<file path="src/rtl/scan_sel_seq_pkg.sv">
// Shared constants and state encoding for the scan-select sequencer.
package scan_pkg;

    localparam int NUM_CH = 8;
    localparam int SEL_W  = 3;

    typedef enum logic [1:0] {
        IDLE  = 2'd0,
        DWELL = 2'd1,
        BLANK = 2'd2
    } scan_state_t;

endpackage

</file>
<file path="src/rtl/scan_next_ch.sv">
// Circular priority finder: lowest enabled channel above cur, else lowest enabled overall.
// Driving cur with the top index makes it return the lowest set bit of the mask.
module scan_next_ch
    import scan_pkg::*;
(
    input  logic [NUM_CH-1:0] ch_mask,
    input  logic [SEL_W-1:0]  cur,
    output logic [SEL_W-1:0]  next,
    output logic              wrap,
    output logic              none
);

    logic              hi_found_s;
    logic [SEL_W-1:0]  hi_idx_s;
    logic [SEL_W-1:0]  lo_idx_s;

    // Scan from the top down so the last hit is the lowest qualifying index.
    always_comb begin
        hi_found_s = 1'b0;
        hi_idx_s   = {SEL_W{1'b0}};
        lo_idx_s   = {SEL_W{1'b0}};
        for (int i = NUM_CH - 1; i >= 0; i--) begin
            if (ch_mask[i]) begin
                lo_idx_s = SEL_W'(i);
                if (SEL_W'(i) > cur) begin
                    hi_found_s = 1'b1;
                    hi_idx_s   = SEL_W'(i);
                end else begin
                    hi_found_s = hi_found_s;
                end
            end else begin
                lo_idx_s = lo_idx_s;
            end
        end
    end

    // Pick the higher channel when one exists, otherwise wrap around.
    always_comb begin
        if (hi_found_s) begin
            next = hi_idx_s;
        end else begin
            next = lo_idx_s;
        end
        wrap = ~hi_found_s;
        none = ~(|ch_mask);
    end

endmodule

</file>
<file path="src/rtl/scan_sel_seq.sv">
// Steps a 3-bit decoder select through the enabled channels, holding each for a
// programmable dwell followed by one blanking cycle.
module scan_sel_seq
    import scan_pkg::*;
#(
    parameter int DWELL_W = 8
) (
    input  logic               clk,
    input  logic               rst_n,
    input  logic               start,
    input  logic               stop,
    input  logic               single,
    input  logic [NUM_CH-1:0]  ch_mask,
    input  logic [DWELL_W-1:0] dwell,
    output logic [SEL_W-1:0]   ABC,
    output logic               sel_valid,
    output logic               frame_done,
    output logic               busy
);

    localparam logic [DWELL_W-1:0] CNT_ZERO = {DWELL_W{1'b0}};
    localparam logic [DWELL_W-1:0] CNT_ONE  = {{(DWELL_W-1){1'b0}}, 1'b1};

    scan_state_t        state_r;
    logic [SEL_W-1:0]   abc_r;
    logic               sel_valid_r;
    logic               frame_done_r;
    logic               busy_r;
    logic [DWELL_W-1:0] cnt_r;
    logic [DWELL_W-1:0] dwell_r;
    logic               single_r;

    logic [SEL_W-1:0]   cur_s;
    logic [SEL_W-1:0]   next_s;
    logic               wrap_s;
    logic               none_s;

    // In IDLE the finder searches from "before channel 0" to get the first channel.
    always_comb begin
        if (state_r == IDLE) begin
            cur_s = {SEL_W{1'b1}};
        end else begin
            cur_s = abc_r;
        end
    end

    scan_next_ch u_next_ch (
        .ch_mask (ch_mask),
        .cur     (cur_s),
        .next    (next_s),
        .wrap    (wrap_s),
        .none    (none_s)
    );

    // Sequencer state, dwell counter and registered outputs.
    always_ff @(posedge clk or negedge rst_n) begin
        if (!rst_n) begin
            state_r      <= IDLE;
            abc_r        <= {SEL_W{1'b0}};
            sel_valid_r  <= 1'b0;
            frame_done_r <= 1'b0;
            busy_r       <= 1'b0;
            cnt_r        <= CNT_ZERO;
            dwell_r      <= CNT_ZERO;
            single_r     <= 1'b0;
        end else if (stop) begin
            state_r      <= IDLE;
            sel_valid_r  <= 1'b0;
            frame_done_r <= 1'b0;
            busy_r       <= 1'b0;
            cnt_r        <= CNT_ZERO;
        end else begin
            case (state_r)
                IDLE: begin
                    if (start && !none_s) begin
                        state_r     <= DWELL;
                        abc_r       <= next_s;
                        dwell_r     <= dwell;
                        single_r    <= single;
                        cnt_r       <= CNT_ZERO;
                        sel_valid_r <= 1'b1;
                        busy_r      <= 1'b1;
                    end else begin
                        state_r <= IDLE;
                    end
                end
                DWELL: begin
                    if (cnt_r == dwell_r) begin
                        // frame_done must be visible during BLANK, so predict the wrap here.
                        state_r      <= BLANK;
                        cnt_r        <= CNT_ZERO;
                        sel_valid_r  <= 1'b0;
                        frame_done_r <= wrap_s & ~none_s;
                    end else begin
                        cnt_r <= cnt_r + CNT_ONE;
                    end
                end
                BLANK: begin
                    frame_done_r <= 1'b0;
                    if (none_s || (wrap_s && single_r)) begin
                        state_r <= IDLE;
                        busy_r  <= 1'b0;
                    end else begin
                        state_r     <= DWELL;
                        abc_r       <= next_s;
                        sel_valid_r <= 1'b1;
                        if (!wrap_s) begin
                            dwell_r <= dwell;
                        end else begin
                            dwell_r <= dwell_r;
                        end
                    end
                end
                default: begin
                    state_r      <= IDLE;
                    sel_valid_r  <= 1'b0;
                    frame_done_r <= 1'b0;
                    busy_r       <= 1'b0;
                    cnt_r        <= CNT_ZERO;
                end
            endcase
        end
    end

    assign ABC        = abc_r;
    assign sel_valid  = sel_valid_r;
    assign frame_done = frame_done_r;
    assign busy       = busy_r;

endmodule

</file>
<file path="config.mk">
export PLATFORM = sky130hd
export DESIGN_NAME = scan_sel_seq
export DESIGN_NICKNAME = d
export VERILOG_FILES = /design/src/rtl/scan_sel_seq_pkg.sv /design/src/rtl/scan_next_ch.sv /design/src/rtl/scan_sel_seq.sv
export SDC_FILE = /design/constraint.sdc
export NUM_CORES = 1
export LEC_CHECK = 0
export ABC_AREA = 1
export CORE_UTILIZATION = 45
export DETAILED_ROUTE_END_ITERATION = 10
export GPL_TIMING_DRIVEN = 0
export PLACE_DENSITY = 0.69
export SYNTH_ARGS = -nofsm -noshare
export SYNTH_HDL_FRONTEND = slang
export SYNTH_SLANG_ARGS = --single-unit
</file>
<file path="constraint.sdc">
create_clock -name clk -period 2.5 [get_ports clk]
set_clock_uncertainty 0.2 [all_clocks]
set_input_delay 0.375 -clock clk [delete_from_list [all_inputs] [get_ports clk]]
set_output_delay 0.375 -clock clk [all_outputs]
set_load 0.005 [all_outputs]
</file>
==> results.sh <==
export IMPL_hold_buffers=0
export IMPL_overall_routed_net_length_um=3080
export IMPL_fmaxAchievable_mhz=485
export IMPL_hold_ws_ns=0.308
export IMPL_cellLeakagePower_nw=0.987
export IMPL_synth_distinct_cells=29
export IMPL_part_of_the_yosys_area_used_for_sequential_elements_pct=38.5
export IMPL_drtAntennaViolNets=0
export IMPL_mappedNetlistNets=232
export IMPL_slew_headroom_pct=24.6
export IMPL_worstSetupEndpointType="flop"
export IMPL_setup_total_negative_slack_ns=0
export IMPL_detailedPlace_worstSlack_ns=0.0770
export IMPL_netlist_top_cells_area="dfrtp_1 39%, nand2_1 11%, inv_1 6.9%"
export IMPL_antenna_found_initial=0
export IMPL_postSynthCellCount=210
export IMPL_number_of_hold_slack_violations_in_the_final_timing_report=0
export IMPL_syn_mean_instance_area_sq_um=7.73
export IMPL_start_util_pct=47.9
export IMPL_result_of_the_run="finished clean"
export IMPL_final_net_count=263
export IMPL_number_of_global_route_vias_before_repair=1187
export IMPL_clkSlewWorstSetupHoldPaths_ns=0.13
export IMPL_worstPathRequired_ns=2.52
export IMPL_placedCellCount=282
export IMPL_finalWorstSetupSlack_ns=0.440
export IMPL_placement_io_buffers=26
export IMPL_drtIter0Drc=38
export IMPL_maxCapViolations=0
export IMPL_post_cts_resized=0
export IMPL_maxSlewViolCount=0
export IMPL_die_area_sq_mm=0.00385
export IMPL_yosys_register_bits=25
export IMPL_synth_edf_count=0
export IMPL_synth_most_common_cell="nand2_1"
export IMPL_finalSetupViolCount=0
export IMPL_tritoncts_num_buffers=3
export IMPL_ys_top_cells_by_count="49 x nand2_1, 30 x inv_1, 25 x dfrtp_1"
export IMPL_synth_async_sr_flop_share_pct=100
export IMPL_cts_tree="done"
export IMPL_num_antenna_cells=0
export IMPL_min_period_ns=2.06
export IMPL_timing_setup_critical_path_class="primary input to flop"
export IMPL_vias=1356
export IMPL_design_portCount=27
export IMPL_timing_critical_path_arrival_ns=2.08
export IMPL_tightest_slew_ns=1.13
export IMPL_die_height_um=62.1
export IMPL_most_used_dff_post_synth="dfrtp_1"
export IMPL_yosysTopAreaCell="dfrtp_1"
export IMPL_final_cells=286
export IMPL_synthDominantCellAreaShare_pct=38.5
export IMPL_yosysWarnings=0
export IMPL_flow_area_growth_from_synthesis_pct=21.2
export IMPL_routabilityCongestion=0.892
export IMPL_groute_usage_overall_pct=18.8
export IMPL_grt_max_degree=26
export IMPL_cp_max_fo=9
export IMPL_min_delay_path_class="flop to flop"
export IMPL_cellPowerDensity_mw_per_mm2=582
export IMPL_clock_sink_count=25
export IMPL_cts_root_buf="clkbuf_4"
export IMPL_core_area_sq_mm=0.00339
export IMPL_setup_repair_bufs_after_cts=0
export IMPL_vias_per_cell=4.74
export IMPL_rows=21
export IMPL_hpwl_um=2440
export IMPL_final_period_utilization_pct=82.4
export IMPL_clock_tree_htree_level_count=1
export IMPL_ir_drop_uv=268
export IMPL_synthesis_area_sq_mm=0.00162
export IMPL_grt_setup_unrepaired="false"
export IMPL_wl_per_cell_um=10.8
export IMPL_drive_above_1_share_pct=17.9
export IMPL_grt_first_pass_wirelength_um=5340
export IMPL_grt_overflow_total=0
export IMPL_startpoint_type="primary input"
export IMPL_clock_tree_buffer_depth=2
export IMPL_worst_skew_pair_late_latency_ns=0.32
export IMPL_detailedRoute_firstPassIterationCount=4
export IMPL_detail_route_drc_violations=0
export IMPL_die_width_um=62.1
==> cells in the final DEF, fill, tap and decap left out <==
cell type,n
a21oi_1,5
a22o_1,1
a31oi_1,2
a32o_1,1
buf_12,1
clkbuf_1,1
clkbuf_4,3
clkdlybuf4s50_1,26
dfrtp_1,25
ha_1,1
inv_1,30
inv_2,6
mux2_2,1
nand2_1,49
nand2_2,8
nand2_4,3
nand3_1,8
nand3_2,3
nand3_4,1
nor2_1,20
nor2_2,5
nor2_4,1
nor3_1,4
nor3_2,1
nor3_4,1
nor3b_1,2
o21ai_0,10
o21ai_2,9
o22ai_1,1
o31ai_1,2
xnor2_1,4
xor2_1,5
==> kinds of logic (layout without fill, tap and decap cells) <==
| group | after synthesis | count (layout) | synth area share (%) |
|---|---|---|---|
| AOI/OAI and AO/OA | 31 | 31 | 12.7 |
| xor gates and xnor gates | 9 | 9 | 4.85 |
| adders and majority gates | 1 | 1 | 0.770 |
| buffers and inverters | 37 | 67 | 9.55 |
| DFF | 25 | 25 | 38.5 |
| muxes | 1 | 1 | 0.693 |
| and+or+nand+nor | 106 | 106 | 32.9 |
==> registers in the layout, indices dropped and copies added (netlist names) <==
register / cells
state_r: 2
sel_valid: 1
single_r: 1
busy: 1
frame_done: 1
dwell_r: 8
cnt_r: 8
ABC: 3
==> final cells by class <==
cell class | instances | area, sq um
Inverter | 36 | 135
Tap cell | 46 | 57.6
Timing Repair Buffer | 26 | 260
Fill cell | 319 | 1420
Sequential cell | 25 | 626
Multi-Input combinational cell | 148 | 843
Buffer | 1 | 20.0
Clock buffer | 4 | 26.3
==> layer usage <==
metal / global-route usage (%) / routed length [um]
met5: 0 / 0
met4: 3.81 / 17
met3: 3.93 / 67
met2: 28.7 / 1370
met1: 27.4 / 1630
==> report_power, final <==
part | internal, mW | leakage, nW | total (mW) | switching [mW]
sequential | 0.469 | 0.324 | 0.526 | 0.0570
clock | 0.0625 | 0.0150 | 0.182 | 0.120
combinational | 0.198 | 0.649 | 0.438 | 0.240
total | 0.730 | 0.987 | 1.15 | 0.417
==> critical path, cell delays in order <==
cell and delay, ns:
clkdlybuf4s50_1 0.51, inv_1 0.06, nand3_1 0.10, nor2_1 0.08
nor2_2 0.15, nor2_2 0.06, nor2_1 0.20, inv_2 0.13
nor3_2 0.19, nand3_1 0.09, o21ai_0 0.08, nor2_1 0.05
==> path summary, 6_finish.rpt <==
path / from / to / slack, ns / cells after the start
max: ch_mask[2] / cnt_r[7] / 0.44 / 12
min: busy / busy / 0.31 / 2
max reg2reg: state_r[1] / dwell_r[7] / 0.49 / 14
min reg2reg: busy / busy / 0.31 / 2
max in group asynchronous: rst_n / ABC[1] / 0.99 / 1
min in group asynchronous: rst_n / cnt_r[3] / 0.44 / 1
==> per-stage QoR <==
step	power, mW	instance area [sq um]	util (%)
6_report	1.15	1970	58.1
5_1_grt	1.25	1970	58.1
4_1_cts	1.16	1970	58.1
3_5_place_dp	0.974	1940	57.3
3_3_place_gp	0.968	1940	57.3
2_1_floorplan	0.823	1620	-
(Power assumes the default switching activity.)
